**config.mk**
```make
export PLATFORM = sky130hd
export DESIGN_NAME = stopwatch_input_ctrl
export DESIGN_NICKNAME = d
export VERILOG_FILES = /design/src/rtl/stopwatch_input_ctrl.sv
export SDC_FILE = /design/constraint.sdc
export NUM_CORES = 1
export LEC_CHECK = 0
export CAP_MARGIN = 20
export CORE_MARGIN = 2
export CORE_UTILIZATION = 40
export DETAILED_ROUTE_END_ITERATION = 10
export PLACE_DENSITY_LB_ADDON = 0.05
export SLEW_MARGIN = 20
export SYNTH_ARGS = -nofsm -noshare
export SYNTH_HDL_FRONTEND = slang
export SYNTH_SLANG_ARGS = --single-unit
```
**constraint.sdc**
```tcl
create_clock -name CLK -period 2.15 [get_ports CLK]
set_clock_uncertainty 0.1 [all_clocks]
set_input_delay 0.215 -clock CLK [delete_from_list [all_inputs] [get_ports CLK]]
set_output_delay 0.215 -clock CLK [all_outputs]
set_load 0.03 [all_outputs]
```
**src/rtl/stopwatch_input_ctrl.sv**
```systemverilog
// Stopwatch front-end control.
// Synchronises and debounces the two active-low push-buttons, turns an
// accepted start/stop press into a one-cycle pulse, runs the IDLE/RUNNING/
// STOPPED state machine, and divides the board clock down to the centisecond
// count enable and the 1 Hz indicator LED.
module stopwatch_input_ctrl #(
   parameter int CLK_HZ          = 50000000,
   parameter int TICK_HZ         = 100,
   parameter int DEBOUNCE_CYCLES = 500000
) (
   input  logic       CLK,
   input  logic       reset,
   input  logic       clr,
   input  logic       start_stop_n,
   input  logic       hold_n,
   output logic       count_en,
   output logic       run,
   output logic [1:0] state,
   output logic       ss_press,
   output logic       clk_ind
);

   localparam int DIV  = CLK_HZ / TICK_HZ;
   localparam int HALF = (TICK_HZ / 2 > 1) ? (TICK_HZ / 2) : 1;
   localparam int PW   = (DIV > 1) ? $clog2(DIV) : 1;
   localparam int DW   = (DEBOUNCE_CYCLES > 1) ? $clog2(DEBOUNCE_CYCLES) : 1;
   localparam int IW   = (HALF > 1) ? $clog2(HALF) : 1;

   localparam logic [PW-1:0] PRESC_LAST = PW'(DIV - 1);
   localparam logic [DW-1:0] DB_LAST    = DW'(DEBOUNCE_CYCLES - 1);
   localparam logic [IW-1:0] IND_LAST   = IW'(HALF - 1);

   // Bit 0 is start/stop, bit 1 is hold; both are 1 when released.
   localparam int SS = 0;
   localparam int HD = 1;

   typedef enum logic [1:0] {
      IDLE    = 2'b00,
      RUNNING = 2'b01,
      STOPPED = 2'b10
   } state_t;

   logic [1:0]    btn_sync_p0;
   logic [1:0]    btn_sync_p1;
   logic [1:0]    stable;
   logic [DW-1:0] db_cnt [2];
   logic          ss_prev;
   state_t        cur;
   state_t        nxt;
   logic [PW-1:0] presc;
   logic [PW-1:0] presc_d;
   logic          tick;
   logic [IW-1:0] ind_cnt;

   // Two-flop synchroniser for both raw buttons.
   always_ff @(posedge CLK or posedge reset) begin
      if (reset) begin
         btn_sync_p0 <= 2'b11;
         btn_sync_p1 <= 2'b11;
      end else begin
         btn_sync_p0 <= {hold_n, start_stop_n};
         btn_sync_p1 <= btn_sync_p0;
      end
   end

   // Debounce: accept a new level only after DEBOUNCE_CYCLES consecutive differing samples.
   always_ff @(posedge CLK or posedge reset) begin
      if (reset) begin
         stable <= 2'b11;
         for (int i = 0; i < 2; i++) begin
            db_cnt[i] <= '0;
         end
      end else begin
         for (int i = 0; i < 2; i++) begin
            if (btn_sync_p1[i] == stable[i]) begin
               db_cnt[i] <= '0;
            end else if (db_cnt[i] == DB_LAST) begin
               stable[i] <= btn_sync_p1[i];
               db_cnt[i] <= '0;
            end else begin
               db_cnt[i] <= db_cnt[i] + DW'(1);
            end
         end
      end
   end

   // Press detect: one pulse on the falling edge of the debounced start/stop level.
   always_ff @(posedge CLK or posedge reset) begin
      if (reset) begin
         ss_prev  <= 1'b1;
         ss_press <= 1'b0;
      end else begin
         ss_prev  <= stable[SS];
         ss_press <= ss_prev & ~stable[SS];
      end
   end

   // State register; run is registered from the next state so it never glitches.
   always_ff @(posedge CLK or posedge reset) begin
      if (reset) begin
         cur <= IDLE;
         run <= 1'b0;
      end else begin
         cur <= nxt;
         run <= (nxt == RUNNING);
      end
   end

   // Next state: clr wins over a coincident press, which is then dropped.
   always_comb begin
      nxt = cur;
      if (clr) begin
         nxt = IDLE;
      end else if (ss_press) begin
         case (cur)
            IDLE:    nxt = RUNNING;
            RUNNING: nxt = STOPPED;
            STOPPED: nxt = RUNNING;
            default: nxt = IDLE;
         endcase
      end
   end

   // Prescaler next value: parked at 0 in IDLE, free-running otherwise so a resume keeps its phase.
   always_comb begin
      presc_d = presc;
      if (clr || (cur == IDLE)) begin
         presc_d = '0;
      end else if (presc == PRESC_LAST) begin
         presc_d = '0;
      end else begin
         presc_d = presc + PW'(1);
      end
   end

   // Prescaler and a registered terminal-count flag so count_en is a pure AND of flops.
   always_ff @(posedge CLK or posedge reset) begin
      if (reset) begin
         presc <= '0;
         tick  <= 1'b0;
      end else begin
         presc <= presc_d;
         tick  <= (presc_d == PRESC_LAST);
      end
   end

   // Hold suppresses the centisecond enable but leaves the prescaler running.
   assign count_en = tick & run & stable[HD];
   assign state    = cur;

   // Indicator LED toggles every HALF counted centiseconds, giving a 1 s period.
   always_ff @(posedge CLK or posedge reset) begin
      if (reset) begin
         ind_cnt <= '0;
         clk_ind <= 1'b0;
      end else if (clr) begin
         ind_cnt <= '0;
         clk_ind <= 1'b0;
      end else if (count_en) begin
         if (ind_cnt == IND_LAST) begin
            ind_cnt <= '0;
            clk_ind <= ~clk_ind;
         end else begin
            ind_cnt <= ind_cnt + IW'(1);
         end
      end
   end

endmodule

```
==> impl_metrics.ini, run 1 <==
[clock_network]
cts_tree = yes
cts_root_buf = clkbuf_8
numCtsBuffers = 9
clock_sinks = 76
clockBufferDepth = 2
hold_buffers = 0
htreeDepth = 3
path_clk_slew_ps = 90
clk_latency_ps = 350

[sta]
finalSetupViolations = 0
worst_slew_pin_slew_ps = 480
hold_viol = 0
slew_headroom = 0.676
period_minus_slack_ps = 2070
finalMaxSlewViolations = 0
fmax_ghz = 0.483
min_period_over_period = 0.962

[grt]
use_met2 = 0.261
grtUsageMet1 = 0.207
grt_overflow = 0
grt_usage = 0.161
use_met3 = 0.0476
grt_start_max_net_pins = 40
first_global_vias = 2772
grt_antenna_before_repair = 0
busiest_layer = met2
grt_pass1_wl_mm = 13.0

[cells_and_area]
instances_no_fill = 554
final_common_cell = nor2_1
areaGrowthSynthToFinish_pct = 17.4
antenna_cells = 0
layout_common_cells = nor2_1, dfrtp_1, xnor2_1, nand3_1, xor2_1
drive_gt1_frac = 0.148
fin_nets = 430

[routing]
dr.first_iter.drc_count = 114
drc = 0
viasPerCell = 5.01
routed_wl_mm = 7.52
vias = 2773
firstDrtPassIters = 4
wl_per_cell_um = 13.6
antenna_left = 0

[power_and_ir_drop]
power.total_mw = 2.83
p_leak_nw = 1.81
p_per_area_nw_per_um2 = 633
peakVddDrop_mv = 0.396

[worst_setup_path]
cp_max_fo = 4
path_cells = or4b_4 -> nor4_4 -> and3_4 -> buf_4 -> mux2_2
crit_type = flip-flop to flip-flop
worstSetupEndpointType = flip-flop
startpoint_type = flip-flop
required_ps = 2330
rrSetupSlack_ps = 80
rr_worst_depth = 5
critPathSlowestCell = or4b_4
critPathArrivalTime_ps = 2250
worstReg2RegStart = db_cnt[12]$_DFF_PP0_
slowest_delay_ps = 560
worst_r2r_endpoint = stable[1]$_DFFE_PP1P_

[floorplan]
dieArea_um2 = 10300
core-area_um2 = 9240
die_y_um = 102
die_w_um = 102
rows = 35
initial_core_util = 0.412
io_pins = 11

[yosys]
syn_inst = 388
synth_edf_count = 0
ys_seq_elements = 76
syn_area_um2 = 3800
synthArstFlopShare = 1.00
yosysWarnings = 0
synth.distinct_cells = 50
syn_area_per_cell_um2 = 9.81
ys.flop_type = dfrtp_1
ys_seq_area_frac = 0.502
synthesis.nets = 398

[place]
portBuffers = 10
gp_congestion = 0.888
dp_hpwl_mm = 5.20
dp_cells = 533

[status]
status = completed

[flow_run]
max_cap_viol_count = 0

[hold_path]
hp-class = primary input to async pin
## worst max-delay path by stage
stage,cells after the start,slack (ps),startpoint,end
after global placement,6,130,db_cnt[10]$_DFF_PP0_,db_cnt[9]$_DFF_PP0_
after floorplan,6,220,presc[0]$_DFF_PP0_,tick$_DFF_PP0_
after CTS,6,60,db_cnt[10]$_DFF_PP0_,db_cnt[15]$_DFF_PP0_
final,5,80,db_cnt[12]$_DFF_PP0_,stable[1]$_DFFE_PP1P_
after global routing,7,-8,presc[0]$_DFF_PP0_,tick$_DFF_PP0_
after detailed placement,6,80,presc[0]$_DFF_PP0_,tick$_DFF_PP0_
## layout make-up
class                           instances  area [µm²]
Tap cell                              129         161
Clock buffer                           12         155
Timing Repair Buffer                   33         309
Fill cell                             858        4770
Multi-Input combinational cell        290        1820
Clock inverter                          4        72.6
Inverter                               10        41.3
Sequential cell                        76        1910
## synthesized netlist by cell type, drive strengths merged (8+ instances only)
master | instances | area [µm²]
and3 | 12 | 76.3
and4 | 8 | 70.1
buf | 8 | 61.3
dfrtp | 69 | 1730
inv | 10 | 37.5
nand2 | 22 | 82.6
nand3 | 30 | 150
nand4 | 8 | 50.1
nor2 | 74 | 278
nor3 | 16 | 90.1
xnor2 | 30 | 263
xor2 | 24 | 210
## registers in the layout, indices dropped and copies added, names as in the netlist
signal,cells
ind_cnt,6
ss_prev,1
ss_press,1
clk_ind,1
btn_sync_p0,2
db_cnt,38
tick,1
state,2
btn_sync_p1,2
presc,19
run,1
stable,2
## report_power, final
part,total (mW),switching (mW),internal (mW)
sequential,1.48,0.0231,1.45
combinational,0.111,0.0681,0.0427
clock,1.24,0.523,0.716
## timing repair
item,in CTS,in global routing
setup endpoints to repair,1,6
hold endpoints to repair,0,0
gates cloned,0,0
buffers inserted,0,5
pin swaps,0,5
resized for setup,1,7
## critical path: cells and delay by family, from the launching register on
family        cells  cell delay (ps)
mux               1              320
flops             1              410
buf+inv           1              100
simple gates      3             1070
## metrics by stage
step	utilization	TNS, ps	hold slack, ps	cell area, µm²	setup WS [ps]
2_1_floorplan	-	0	119	3810	220
3_3_place_gp	0.451	0	249	4170	127
3_5_place_dp	0.451	0	248	4170	79.3
4_1_cts	0.475	0	28.0	4390	56.7
5_1_grt	0.483	-8.38	21.4	4470	-8.38
6_report	0.483	0	42.0	4470	80.9
## logic make-up after synthesis
family	after synthesis	share of synthesized area
AND/OR/NAND/NOR	200	0.266
adder cells (fa/ha/maj)	5	0.0164
AO/OA/AOI/OAI	28	0.0516
XOR/XNOR	54	0.124
multiplexers	3	0.00888
flip-flops	76	0.502
buffers and inverters	22	0.0303
## metal layers
metal	up-vias	routed length (µm)
li1	1407	-
met1	1326	3670
met2	31	3490
met3	9	270
met4	0	97
met5	-	0
Note: power is estimated with default switching activity, not from simulation.
==> inputs of run 2 (changes only) <==
CTS_CLUSTER_SIZE = 24   (was not set)
==> results of run 2 <==
Final layout, timing and power as in run 1 (identical DEF).
==> inputs of run 3 (changes only) <==
PLACE_DENSITY = 0.55   (was not set)
PLACE_DENSITY_LB_ADDON = not set   (was 0.05)
==> run 3 against run 2 <==
Worst setup slack improved by 71 ps. Combinational power is essentially flat. Hold slack gained 110 ps. Critical path type unchanged. Wire length is 2.0% higher. Register-to-register slack gained 70 ps. Core utilization fell by 1.3 points. First-iteration DRC count shrank 15%.
==> impl_metrics.ini, run 3 (synthesized netlist as in run 1, its figures left out) <==
[routing]
firstDrtPassIters = 4
vias = 2803
viasPerCell = 5.10
dr.first_iter.drc_count = 97
wl_per_cell_um = 14.0
wl_met1_mm = 3.86
dr_wl_met2_mm = 3.47
antenna_left = 0
drc = 0
dr_wl_met3_um = 229
top_layer = met4
routed_wl_mm = 7.67

[grt]
grt_usage = 0.166
grt_start_max_net_pins = 32
grt_antenna_before_repair = 0
grt_pass1_wl_mm = 13.5
grt_overflow = 0
first_global_vias = 2764

[floorplan]
initial_core_util = 0.412
die_y_um = 102
die_w_um = 102
rows = 35
io_pins = 11
dieArea_um2 = 10300
core-area_um2 = 9240

[worst_setup_path]
critPathTopFamily = simple AND/OR/NAND/NOR gates
rrSetupSlack_ps = 150
required_ps = 2290
path_cells = or4_1 -> nor4_1 -> and3_1 -> or2_1 -> buf_4 -> nor2_1
crit_type = flip-flop to flip-flop
startpoint_type = flip-flop
cp_max_fo = 10
critPathSlowestCell = or4_1
critical_path_buf_inv_count = 1
critPathArrivalTime_ps = 2140
worstSetupEndpointType = flip-flop
slowest_delay_ps = 520

[cells_and_area]
drive_gt1_frac = 0.131
regMostFlops = db_cnt
layout_common_cells = nor2_1, dfrtp_1, xnor2_1, nand3_1, xor2_1
reg.largest.list = db_cnt: 38 flops, presc: 19 flops, ind_cnt: 6 flops
antenna_cells = 0
fillers = 881
final_common_cell = nor2_1
largest_reg_flops = 38
areaGrowthSynthToFinish_pct = 14.2
fin_nets = 426

[sta]
setup_tns_ps = 0
finalMaxSlewViolations = 0
rsz0062_at_grt = false
slew_headroom = 0.645
fin_ws_ps = 152
min_period_over_period = 0.929
hold_viol = 0
period_minus_slack_ps = 2000
worst_slew_pin_slew_ps = 532
finalSetupViolations = 0
whs_ps = 150
fmax_ghz = 0.501

[clock_network]
clockBufferDepth = 2
cts_root_buf = clkbuf_8
cts_tree = yes
clock_sinks = 76
numCtsBuffers = 9
htreeDepth = 3
hold_buffers = 0
clk_latency_ps = 350
path_clk_slew_ps = 90

[hold_path]
hp-class = primary input to async pin

[power_and_ir_drop]
peakVddDrop_mv = 0.309
p_per_area_nw_per_um2 = 592
p_leak_nw = 1.76

[place]
place_ws_ps = 55.6
gp_congestion = 0.813
portBuffers = 10
dp_hpwl_mm = 5.32

[flow_run]
max_cap_viol_count = 0

[status]
status = completed
## run 3: cell type report
type | instances | area [µm²] | share of cell area
Clock buffer | 12 | 145 | 0.0334
Clock inverter | 4 | 26.3 | 0.00605
Inverter | 10 | 41.3 | 0.00950
Multi-Input combinational cell | 290 | 1790 | 0.413
Sequential cell | 76 | 1910 | 0.440
Tap cell | 129 | 161 | 0.0372
Timing Repair Buffer | 29 | 267 | 0.0613
## run 3: repair_timing
| item | CTS | global route |
|---|---|---|
| endpoints found under the setup margin | 1 | 1 |
| gates resized for setup | 1 | 3 |
| pin swaps | 0 | 1 |
| setup buffers | 0 | 3 |
## run 3: final timing paths
path	to	start	cells after the start
min in group CLK	btn_sync_p0[0]$_DFF_PP1_	start_stop_n	1
worst max-delay path	db_cnt[12]$_DFF_PP0_	db_cnt[14]$_DFF_PP0_	6
worst min-delay path	presc[3]$_DFF_PP0_	reset	2
max in group asynchronous	stable[1]$_DFFE_PP1P_	reset	3
worst min register to register	btn_sync_p1[1]$_DFF_PP1_	btn_sync_p0[1]$_DFF_PP1_	0
worst max register to register	db_cnt[12]$_DFF_PP0_	db_cnt[14]$_DFF_PP0_	6
## run 3: report_power, final
| part | internal, mW | switching [mW] | leakage, nW |
|---|---|---|---|
| Clock | 0.450 | 0.535 | 0.0863 |
| Combinational | 0.0414 | 0.0694 | 0.638 |
| Sequential | 1.45 | 0.0235 | 1.03 |
## run 3: stage by stage
stage / cell area [µm²] / util / power (mW) / std cells
finish: 4340 / 0.470 / 2.57 / 550
global route: 4340 / 0.470 / 2.70 / 550
CTS: 4310 / 0.466 / 2.63 / 547
detailed placement: 4140 / 0.448 / 1.62 / 531
global placement: 4140 / 0.448 / 1.62 / 531
floorplan: 3810 / - / 1.57 / 388
## run 3: per-layer routing
layer | GRT usage | vias to the layer above
li1 | - | 1400
met1 | 0.229 | 1350
met2 | 0.253 | 39
met3 | 0.0511 | 14
met4 | 0.0509 | 0
met5 | 0 | -
